$ cat config.mk
export PLATFORM = sky130hd
export DESIGN_NAME = accel_postproc_flat
export DESIGN_NICKNAME = d
export VERILOG_FILES = /design/src/rtl/accel_postproc_if.sv /design/src/rtl/accel_postproc.sv /design/src/flat_wrapper.sv
export SDC_FILE = /design/constraint.sdc
export NUM_CORES = 1
export LEC_CHECK = 0
export CORE_UTILIZATION = 50
export CTS_BUF_LIST = sky130_fd_sc_hd__clkbuf_8 sky130_fd_sc_hd__clkbuf_16
export CTS_CLUSTER_SIZE = 16
export DETAILED_ROUTE_END_ITERATION = 12
export PLACE_DENSITY_LB_ADDON = 0.1
export SYNTH_ARGS = -nofsm -noshare
export SYNTH_HDL_FRONTEND = slang
export SYNTH_SLANG_ARGS = --single-unit
$ cat constraint.sdc
create_clock -name clk -period 7.3 [get_ports clk]
set_input_delay 1.46 -clock clk [delete_from_list [all_inputs] [get_ports clk]]
set_output_delay 1.46 -clock clk [all_outputs]
set_load 0.01 [all_outputs]
$ cat src/rtl/accel_postproc_if.sv
// Handshake and job-configuration bundle between the accelerator core, the
// post-processing stage and the output BRAM write port.
interface accel_postproc_if #(
  parameter int ACCUM_WIDTH = 16,
  parameter int DATA_WIDTH  = 8,
  parameter int ADDR_WIDTH  = 11
);
  logic                    start;
  logic [ADDR_WIDTH:0]     num_outputs;
  logic [ADDR_WIDTH-1:0]   base_addr;
  logic                    bank_sel;
  logic [1:0]              act_sel;
  logic [DATA_WIDTH-1:0]   bias;
  logic                    acc_valid;
  logic [ACCUM_WIDTH-1:0]  acc_data;
  logic                    acc_ready;
  logic                    wr_en;
  logic [ADDR_WIDTH-1:0]   wr_addr;
  logic [DATA_WIDTH-1:0]   wr_data;
  logic [4:0]              wr_bank;
  logic                    out_ready;
  logic                    busy;
  logic                    done;

  modport master (
    output start, num_outputs, base_addr, bank_sel, act_sel, bias,
           acc_valid, acc_data, out_ready,
    input  acc_ready, wr_en, wr_addr, wr_data, wr_bank, busy, done
  );

  modport slave (
    input  start, num_outputs, base_addr, bank_sel, act_sel, bias,
           acc_valid, acc_data, out_ready,
    output acc_ready, wr_en, wr_addr, wr_data, wr_bank, busy, done
  );
endinterface

$ cat src/rtl/accel_postproc.sv
// Output post-processing: rescale, bias, saturate to Q4.4, activate, and
// write each result to an output ping-pong bank at sequential addresses.
module accel_postproc #(
  parameter int ACCUM_WIDTH = 16,
  parameter int DATA_WIDTH  = 8,
  parameter int ADDR_WIDTH  = 11,
  parameter int SHIFT       = 4
) (
  input logic             clk,
  input logic             rst_n,
  accel_postproc_if.slave bus
);

  typedef enum logic [1:0] {S_IDLE, S_RUN, S_FLUSH, S_DONE} state_t;

  localparam int SUM_W     = ACCUM_WIDTH + 1;
  localparam int SAT_MAX_I = (1 << (DATA_WIDTH - 1)) - 1;
  localparam logic signed [SUM_W-1:0] SAT_MAX = SAT_MAX_I[SUM_W-1:0];
  localparam logic signed [SUM_W-1:0] SAT_MIN = ~SAT_MAX;
  localparam logic [ADDR_WIDTH:0]     CNT_ONE = (ADDR_WIDTH + 1)'(1);
  // tanh approximation knees, in Q4.4 magnitude units
  localparam logic [DATA_WIDTH:0]     TANH_LIN  = (DATA_WIDTH + 1)'(8);
  localparam logic [DATA_WIDTH:0]     TANH_KNEE = (DATA_WIDTH + 1)'(40);
  localparam logic [DATA_WIDTH-1:0]   TANH_BASE = DATA_WIDTH'(8);
  localparam logic [DATA_WIDTH-1:0]   TANH_MAX  = DATA_WIDTH'(16);

  state_t                    r_state, w_state_next;
  logic [ADDR_WIDTH:0]       r_num, r_in_count, r_out_count, w_written_next;
  logic [ADDR_WIDTH-1:0]     r_base;
  logic                      r_bank_sel;
  logic [1:0]                r_act;

  logic                      r_s1_valid, r_s2_valid;
  logic signed [SUM_W-1:0]   r_s1_sum;
  logic [ADDR_WIDTH-1:0]     r_s1_addr, r_s2_addr;
  logic [DATA_WIDTH-1:0]     r_s2_data;

  logic                      w_advance, w_acc_ready, w_accept, w_write, w_start;
  logic signed [ACCUM_WIDTH-1:0] w_sh;
  logic signed [SUM_W-1:0]   w_sum;
  logic [DATA_WIDTH-1:0]     w_sat, w_mag, w_act;
  logic [DATA_WIDTH:0]       w_abs, w_seg;

  assign w_start     = (r_state == S_IDLE) && bus.start;
  assign w_advance   = !r_s2_valid || bus.out_ready;
  assign w_acc_ready = (r_state == S_RUN) && w_advance && (r_in_count < r_num);
  assign w_accept    = bus.acc_valid && w_acc_ready;
  assign w_write     = r_s2_valid && bus.out_ready;
  assign w_written_next = r_out_count + (w_write ? CNT_ONE : '0);

  // Stage 1 arithmetic: the 17-bit sum holds any shifted value plus bias.
  assign w_sh  = $signed(bus.acc_data) >>> SHIFT;
  assign w_sum = {w_sh[ACCUM_WIDTH-1], w_sh}
               + {{(SUM_W - DATA_WIDTH){bus.bias[DATA_WIDTH-1]}}, bus.bias};

  // NOTE: every always_comb output gets a default first so no path leaves
  // a signal unassigned, which would otherwise infer a latch.
  always_comb begin
    w_sat = r_s1_sum[DATA_WIDTH-1:0];
    if (r_s1_sum > SAT_MAX)      w_sat = {1'b0, {(DATA_WIDTH-1){1'b1}}};
    else if (r_s1_sum < SAT_MIN) w_sat = {1'b1, {(DATA_WIDTH-1){1'b0}}};

    w_abs = w_sat[DATA_WIDTH-1] ? -{1'b1, w_sat} : {1'b0, w_sat};
    w_seg = w_abs - TANH_LIN;
    w_mag = TANH_MAX;
    if (w_abs < TANH_LIN)       w_mag = w_abs[DATA_WIDTH-1:0];
    else if (w_abs < TANH_KNEE) w_mag = TANH_BASE + DATA_WIDTH'(w_seg >> 2);

    w_act = w_sat;
    case (r_act)
      2'd1:    w_act = w_sat[DATA_WIDTH-1] ? '0 : w_sat;
      2'd2:    w_act = w_sat[DATA_WIDTH-1] ? -w_mag : w_mag;
      default: w_act = w_sat;
    endcase
  end

  always_comb begin
    w_state_next = r_state;
    case (r_state)
      S_IDLE:  if (bus.start) w_state_next = (bus.num_outputs == '0) ? S_DONE : S_RUN;
      S_RUN:   if (w_accept && (r_in_count + CNT_ONE == r_num)) w_state_next = S_FLUSH;
      S_FLUSH: if (w_written_next == r_num) w_state_next = S_DONE;
      default: w_state_next = S_IDLE;
    endcase
  end

  // NOTE: all sequential state uses non-blocking assignments so every
  // register samples the pre-edge values of the others.
  always_ff @(posedge clk or negedge rst_n) begin
    if (!rst_n) r_state <= S_IDLE;
    else        r_state <= w_state_next;
  end

  always_ff @(posedge clk or negedge rst_n) begin
    if (!rst_n) begin
      r_num       <= '0;
      r_base      <= '0;
      r_bank_sel  <= 1'b0;
      r_act       <= '0;
      r_in_count  <= '0;
      r_out_count <= '0;
    end else if (w_start) begin
      r_num       <= bus.num_outputs;
      r_base      <= bus.base_addr;
      r_bank_sel  <= bus.bank_sel;
      r_act       <= bus.act_sel;
      r_in_count  <= '0;
      r_out_count <= '0;
    end else begin
      if (w_accept) r_in_count  <= r_in_count + CNT_ONE;
      if (w_write)  r_out_count <= r_out_count + CNT_ONE;
    end
  end

  // Both stages move together; when S2 is stalled the whole pipe holds.
  always_ff @(posedge clk or negedge rst_n) begin
    if (!rst_n) begin
      r_s1_valid <= 1'b0;
      r_s1_sum   <= '0;
      r_s1_addr  <= '0;
      r_s2_valid <= 1'b0;
      r_s2_data  <= '0;
      r_s2_addr  <= '0;
    end else if (w_advance) begin
      r_s1_valid <= w_accept;
      r_s2_valid <= r_s1_valid;
      if (w_accept) begin
        r_s1_sum  <= w_sum;
        r_s1_addr <= r_base + r_in_count[ADDR_WIDTH-1:0];
      end
      if (r_s1_valid) begin
        r_s2_data <= w_act;
        r_s2_addr <= r_s1_addr;
      end
    end
  end

  assign bus.acc_ready = w_acc_ready;
  assign bus.wr_en     = r_s2_valid;
  assign bus.wr_addr   = r_s2_addr;
  assign bus.wr_data   = r_s2_data;
  assign bus.wr_bank   = r_bank_sel ? 5'd3 : 5'd2;
  assign bus.busy      = (r_state == S_RUN) || (r_state == S_FLUSH);
  assign bus.done      = (r_state == S_DONE);

endmodule

$ cat src/flat_wrapper.sv
// flat-port wrapper written by rule: the top's interface ports become plain ports
module accel_postproc_flat 
#(
  parameter int ACCUM_WIDTH = 16,
  parameter int DATA_WIDTH  = 8,
  parameter int ADDR_WIDTH  = 11,
  parameter int SHIFT       = 4
)
  (clk, rst_n, bus_start, bus_num_outputs, bus_base_addr, bus_bank_sel, bus_act_sel, bus_bias, bus_acc_valid, bus_acc_data, bus_out_ready, bus_acc_ready, bus_wr_en, bus_wr_addr, bus_wr_data, bus_wr_bank, bus_busy, bus_done);
  accel_postproc_if #(.ACCUM_WIDTH(ACCUM_WIDTH), .DATA_WIDTH(DATA_WIDTH), .ADDR_WIDTH(ADDR_WIDTH)) bus_i ();
  input logic clk;
  input logic rst_n;
  input wire logic [$bits(bus_i.start)-1:0] bus_start;
  input wire logic [$bits(bus_i.num_outputs)-1:0] bus_num_outputs;
  input wire logic [$bits(bus_i.base_addr)-1:0] bus_base_addr;
  input wire logic [$bits(bus_i.bank_sel)-1:0] bus_bank_sel;
  input wire logic [$bits(bus_i.act_sel)-1:0] bus_act_sel;
  input wire logic [$bits(bus_i.bias)-1:0] bus_bias;
  input wire logic [$bits(bus_i.acc_valid)-1:0] bus_acc_valid;
  input wire logic [$bits(bus_i.acc_data)-1:0] bus_acc_data;
  input wire logic [$bits(bus_i.out_ready)-1:0] bus_out_ready;
  output wire logic [$bits(bus_i.acc_ready)-1:0] bus_acc_ready;
  output wire logic [$bits(bus_i.wr_en)-1:0] bus_wr_en;
  output wire logic [$bits(bus_i.wr_addr)-1:0] bus_wr_addr;
  output wire logic [$bits(bus_i.wr_data)-1:0] bus_wr_data;
  output wire logic [$bits(bus_i.wr_bank)-1:0] bus_wr_bank;
  output wire logic [$bits(bus_i.busy)-1:0] bus_busy;
  output wire logic [$bits(bus_i.done)-1:0] bus_done;
  assign bus_i.start = bus_start;
  assign bus_i.num_outputs = bus_num_outputs;
  assign bus_i.base_addr = bus_base_addr;
  assign bus_i.bank_sel = bus_bank_sel;
  assign bus_i.act_sel = bus_act_sel;
  assign bus_i.bias = bus_bias;
  assign bus_i.acc_valid = bus_acc_valid;
  assign bus_i.acc_data = bus_acc_data;
  assign bus_i.out_ready = bus_out_ready;
  assign bus_acc_ready = bus_i.acc_ready;
  assign bus_wr_en = bus_i.wr_en;
  assign bus_wr_addr = bus_i.wr_addr;
  assign bus_wr_data = bus_i.wr_data;
  assign bus_wr_bank = bus_i.wr_bank;
  assign bus_busy = bus_i.busy;
  assign bus_done = bus_i.done;
  accel_postproc #(.ACCUM_WIDTH(ACCUM_WIDTH), .DATA_WIDTH(DATA_WIDTH), .ADDR_WIDTH(ADDR_WIDTH), .SHIFT(SHIFT)) u_core (.clk(clk), .rst_n(rst_n), .bus(bus_i));
endmodule
==> Word-level counts from Yosys, hierarchy flattened <==
Cells that the tools add are included.
{ "op_classes": {"n_addsub": 9, "n_mul": 0, "n_div": 0, "n_lt_le_gt_ge": 5, "n_eq_ne": 10, "shift": 0, "mux": 19, "bitwise": 0, "n_reduce_logical": 16} }
{ "op_table": {"columns": ["cell", "n"], "rows": [
  ["$mux 12", 4],
  ["$mux 8", 5],
  ["$add 12x1->12 const B", 2],
  ["$eq 12x12->1", 2],
  ["$gt 17x8->1 const B", 1],
  ["$lt 17x8->1 const B", 1],
  ["$pmux 8 s2", 1],
  ["$add 12x8->13", 1],
  ["$add 12x12->12", 1],
  ["$logic_not 12->1", 1],
  ["$lt 12x12->1", 1],
  ["$add 11x11->11", 1],
  ["$lt 9x4->1 const B", 1],
  ["$lt 9x6->1 const B", 1],
  ["$mux 9", 1],
  ["$neg 9->9", 1],
  ["$sub 9x4->9 const B", 1],
  ["$add 4x7->8 const A", 1],
  ["$mux 2", 4],
  ["$neg 8->8", 1],
  ["$mux 7", 1],
  ["$eq 2x2->1 const B", 3],
  ["$logic_and 1x1->1", 6],
  ["$pmux 2 s3", 1],
  ["10 further kinds", 16]
]} }
{ "totals": {"reg_bits": 101, "latchBits": 0, "ramBits": 0, "romBits": 0, "word_cells": 72, "n_memories": 0} }

==> Depth between registers and ports, before layout <==
{ "logic_depth": {"ltp_word": 12, "depth_mapped": 21, "ltp_nobuf": 19} }

==> Worst setup path after synthesis <==
OpenSTA, ideal clock, no wires.
{ "synth_path": {"kind": "register to register", "startpoint": "register u_core.r_s1_sum[11]", "endpoint": "register u_core.r_s2_data[4] (netlist: u_core.bus.wr_data[4])", "arrival_ps": 3974, "required_ps": 7173, "slack_ps": 3199, "path_stages_with_launch": 20, "path_cell_list": "dfrtp_1 or3_1 clkbuf_1 or2_2 clkbuf_1 nor2_1 nor2_1 a21oi_1 ha_1 nand2_1 a311oi_1 o211ai_1 ha_1 nor4_1 nor2_1 ha_1 o21bai_1 a21boi_0 xnor2_1 o21ai_1"} }
{ "synth_between": {"elab_chain_cells": 12, "elab_cells_between_ends": 16, "classes_between": "add/sub: 4; order compare: 4; mux: 8"} }
{ "synth_lines": {"columns": ["item", "line", "rtl"], "rows": [
  ["from (decl)", "accel_postproc.sv:34", "logic signed [SUM_W-1:0] r_s1_sum;"],
  ["from (signal assigned)", "accel_postproc.sv:128", "r_s1_sum <= w_sum;"],
  ["$lt 17x8->1", "accel_postproc.sv:61", "else if (r_s1_sum < SAT_MIN) w_sat = {1'b1, {(DATA_WIDTH-1){1'b0}}};"],
  ["$mux 8", "accel_postproc.sv:61", null],
  ["$mux 8 *", "accel_postproc.sv:60", "if (r_s1_sum > SAT_MAX) w_sat = {1'b0, {(DATA_WIDTH-1){1'b1}}};"],
  ["$neg 9->9", "accel_postproc.sv:63", "w_abs = w_sat[DATA_WIDTH-1] ? -{1'b1, w_sat} : {1'b0, w_sat};"],
  ["$mux 9", "accel_postproc.sv:63", null],
  ["$sub 9x4->9", "accel_postproc.sv:64", "w_seg = w_abs - TANH_LIN;"],
  ["$add 4x7->8", "accel_postproc.sv:67", "else if (w_abs < TANH_KNEE) w_mag = TANH_BASE + DATA_WIDTH'(w_seg >> 2);"],
  ["$mux 8", "accel_postproc.sv:67", null],
  ["$mux 8", "accel_postproc.sv:66", "if (w_abs < TANH_LIN) w_mag = w_abs[DATA_WIDTH-1:0];"],
  ["$neg 8->8", "accel_postproc.sv:72", "2'd2: w_act = w_sat[DATA_WIDTH-1] ? -w_mag : w_mag;"],
  ["$mux 8", "accel_postproc.sv:72", null],
  ["$pmux 8 s2 *", "accel_postproc.sv:70", "case (r_act)"],
  ["to (signal assigned)", "accel_postproc.sv:132", "r_s2_data <= w_act;"],
  ["to (decl)", "accel_postproc.sv:36", "logic [DATA_WIDTH-1:0] r_s2_data;"]
]} }
Mark *: on every way between the ends. The rest lies on a longest branch, timed or not.
A chain may end at the register's enable or synchronous reset.

==> Worst setup path in the final report <==
{ "layout_path": {"startpoint": "register u_core.r_s1_sum[15]", "endpoint": "register u_core.r_s2_data[4] (netlist: u_core.bus.wr_data[4])"} }
The elaborated chain is that of the path after synthesis.

==> flow_summary.yaml <==
place:
  hpwl_mm: 12.5
  gp_congestion: 0.890
  place_inst: 1035
  portBuffers: 74
  placed_cell_area_um2: 7670
pwr:
  comb_power_share_pct: 32.6
  swShare_pct: 37.5
  leakage_nw: 3.49
  intPower_w: 0.00116
  p_per_area_nw_per_um2: 234
  ir_worst_vdd_mv: 0.165
  p_seq_share_pct: 42.1
  p_sw_w: 0.000700
  clkPwrFrac_pct: 25.3
yosys:
  synthMuxAreaShare_pct: 1.07
  ys_types: 77
  synthFlopType: "dfrtp_1"
  synth_top_family_by_area: "simple AND/OR/NAND/NOR gates"
  synth_cells: 826
  synth-compound-area-share_pct: 18.0
  synth_fa_ha_area_share_pct: 9.31
  ys_warn_count: 0
  synth-seq-cells: 97
  avgSynthCellArea_um2: 8.33
  synthXorXnorAreaFrac_pct: 8.40
  synth_simple_gate_area_share_pct: 22.8
  synth_edf_count: 0
  syn_area_um2: 6880
  async_reset_ff_share_pct: 100
  yosysSeqAreaShare_pct: 35.3
drt:
  vias_per_cell: 5.69
  routedWlPerCell_um: 16.0
  num_vias: 5976
  drt_pre_antenna_iters: 4
  drc: 0
  first_iter_violations: 438
  ant_nets: 0
  drt-total-wl_mm: 16.8
critical_path:
  worstPathMaxFanout: 29
  cpMostUsedCell: "ha_1"
  crit_start: "u_core.r_s1_sum[15]"
  crit_arrival_ns: 5.31
  crit_family: "compound AO/OA/AOI/OAI gates"
  r2r-start: "u_core.r_s1_sum[15]"
  critPathLaunchType: "flip-flop"
  max_stage_delay_ns: 0.90
  timing_worst_setup_path_type: "flip-flop to flip-flop"
  worst-path-buf-inv: 1
  cp.required_ns: 7.53
  crit_slowest_cell: "dfrtp_1"
  end_kind: "flip-flop"
  worstPathCellList: "clkinv_1 > o31ai_1 > and2_1 > ha_1 > nand2_1 > a311oi_1 > o211ai_1 > ha_1 > nor4_1 > nor2_1 > ha_1 > o21bai_1 > a21boi_0 > xnor2_1 > o21ai_1"
floorplanning:
  core_area_um2: 13300
  die_h_um: 119
  row_count: 42
  die_x_um: 119
  io_pins: 83
  die_area_um2: 14200
  start_util_pct: 51.6
run_status:
  status: "finished clean"
global_route:
  met1_usage_pct: 33.1
  grtUsageMet2_pct: 41.5
  gr-usage-met3_pct: 4.26
  antenna_found_initial: 0
  grt_use_total_pct: 25.1
  grt_start_max_net_pins: 66
  top_usage_layer: "met2"
  overflow: 0
  grt_pass1_wl_mm: 28.5
  grt_pass1_vias: 5937
cells_and_area:
  final_cell_area_um2: 7960
  area_growth_syn_to_layout_pct: 15.6
  antennaDiodeCount: 0
  nets: 975
  fin_cells: 1051
  layout-drive-gt1-share_pct: 4.69
timing:
  fin_skew_ns: 0.00704
  drv_slew: 0
  finalSetupViolations: 0
  whs_ns: 0.476
  tns_ns: 0
  rsz0062_at_grt: "no"
  fin_crit_ns: 5.08
  hold_viol_final: 0
  fin_crit_sh_pct: 69.6
  max_freq_mhz: 197
  worst_pin_slew_ns: 1.11
  max_slew_margin_pct: 26.2
clocking:
  hold_buffers: 0
  clockRootBuffer: "clkbuf_16"
  htreeDepth: 3
  cts_resized: 0
  cts_max_path_buffers: 2
  clk_latency_ns: 0.35
  numClockSinks: 97
  post-cts-setup-buffers: 0
  cts_buffers: 9
  cts_tree: "done"
  clk_pin_slew_worst_paths_ns: 0.08
min_path:
  hold_path.startpoint: "u_core.r_s1_addr[9]"
  hold_path.class: "flip-flop to flip-flop"
job:
  drv_cap: 0
==> layer usage <==
layer	vias up	part of all wire [%]
met2	151	47
li1	2998	-
met3	22	4.1
met4	0	2.0
met5	-	0
met1	2805	46
==> cells in the final DEF, fill, tap and decap left out, types with 5 or more instances in the layout <==
master and count:
nor3_1 26, clkbuf_16 9, xnor2_1 38, o21ai_0 66, and3_1 7, a21o_1 7
nor2b_1 12, nand4_1 11, a2111oi_0 5, dfrtp_1 97, o31ai_1 10, and2_1 5
or3_1 9, ha_1 48, o211ai_1 5, xor2_1 28, a21oi_1 33, nand3_1 23
nand2_1 147, nor2_1 48, clkdlybuf4s50_1 73, or2_2 7, nor4_1 11, a31oi_1 8
inv_1 36
==> power groups by stage <==
stage               sequential, W  clock [W]  combinational [W]
floorplan                0.000726          0           0.000445
global placement         0.000789          0           0.000588
detailed placement       0.000794          0           0.000604
CTS                      0.000784   0.000483           0.000608
global route             0.000803   0.000503           0.000682
finish                   0.000785   0.000471           0.000607
==> registers in the layout, summed over array words and instances, names as in the netlist, 2 cells and up <==
name	cells
u_core.r_act	2
u_core.r_in_count	12
u_core.bus.wr_data	8
u_core.r_s1_sum	13
u_core.r_out_count	12
u_core.bus.wr_addr	11
u_core.r_base	11
u_core.r_num	12
u_core.r_s1_addr	11
u_core.r_state	2
==> cell usage after synthesis (all sizes together), types with 4 or more instances <==
cell,count,share of area [%]
a2111oi,5,0.64
a21o,7,0.76
a21oi,33,2.4
a31oi,9,1.0
and2,8,0.75
and3,7,0.64
and4,4,0.51
buf,17,1.4
clkbuf,29,1.6
dfrtp,97,35
ha,48,8.7
inv,36,2.0
mux2i,4,0.58
nand2,147,8.0
nand2b,4,0.36
nand3,23,1.7
nand4,11,1.0
nor2,48,2.6
nor2b,12,1.1
nor3,26,1.9
nor4,11,1.0
o211ai,5,0.55
o21a,4,0.44
o21ai,67,4.9
o31a,5,0.65
o31ai,10,1.1
or2,7,0.64
or3,10,0.98
xnor2,38,4.8
xor2,28,3.6
==> tightest hold or removal path, cell delays in order (launching register included) <==
cell and delay, ns:
dfrtp_1 0.35, nand2_1 0.05, nand2_1 0.05
==> stage by stage <==
step / utilization (%) / power [W] / worst slack, ns
final: 59.6 / 0.00186 / 2.22
after global routing: 59.6 / 0.00199 / 1.63
after floorplan: - / 0.00117 / 3.20
after detailed placement: 57.4 / 0.00140 / 2.29
after global placement: 57.4 / 0.00138 / 2.32
after CTS: 59.6 / 0.00188 / 2.29
==> worst paths after layout <==
kind                                     endpoint  slack, ns  cells after the start
setup / recovery            u_core.bus.wr_data[4]       2.22                     15
hold / removal              u_core.bus.wr_addr[9]       0.48                      2
setup reg to reg            u_core.bus.wr_data[4]       2.22                     15
hold reg to reg             u_core.bus.wr_addr[9]       0.48                      2
max in group asynchronous  u_core.r_out_count[11]       5.08                      2
min in group asynchronous       u_core.r_bank_sel       1.03                      1
==> cell type report <==
type                       instances  area, um2
tap                              176        220
timing repair buffer              77        761
clock buffer                       9        225
inverter                          38        143
multi-input combinational        647       4120
sequential                        97       2430
clock inverter                     7       65.1
fill                            1209       5390
==> cells by family (layout without fill, tap and decap cells) <==
kind of cell / Yosys count / in the layout
other: 2 / 4
flip-flops: 97 / 97
AO/OA/AOI/OAI: 189 / 189
XOR/XNOR: 66 / 66
AND/OR/NAND/NOR: 331 / 331
multiplexers: 7 / 7
buffers and inverters: 84 / 131
adder cells (fa/ha/maj): 50 / 50
No activity file was read; power rests on OpenSTA's default activity.
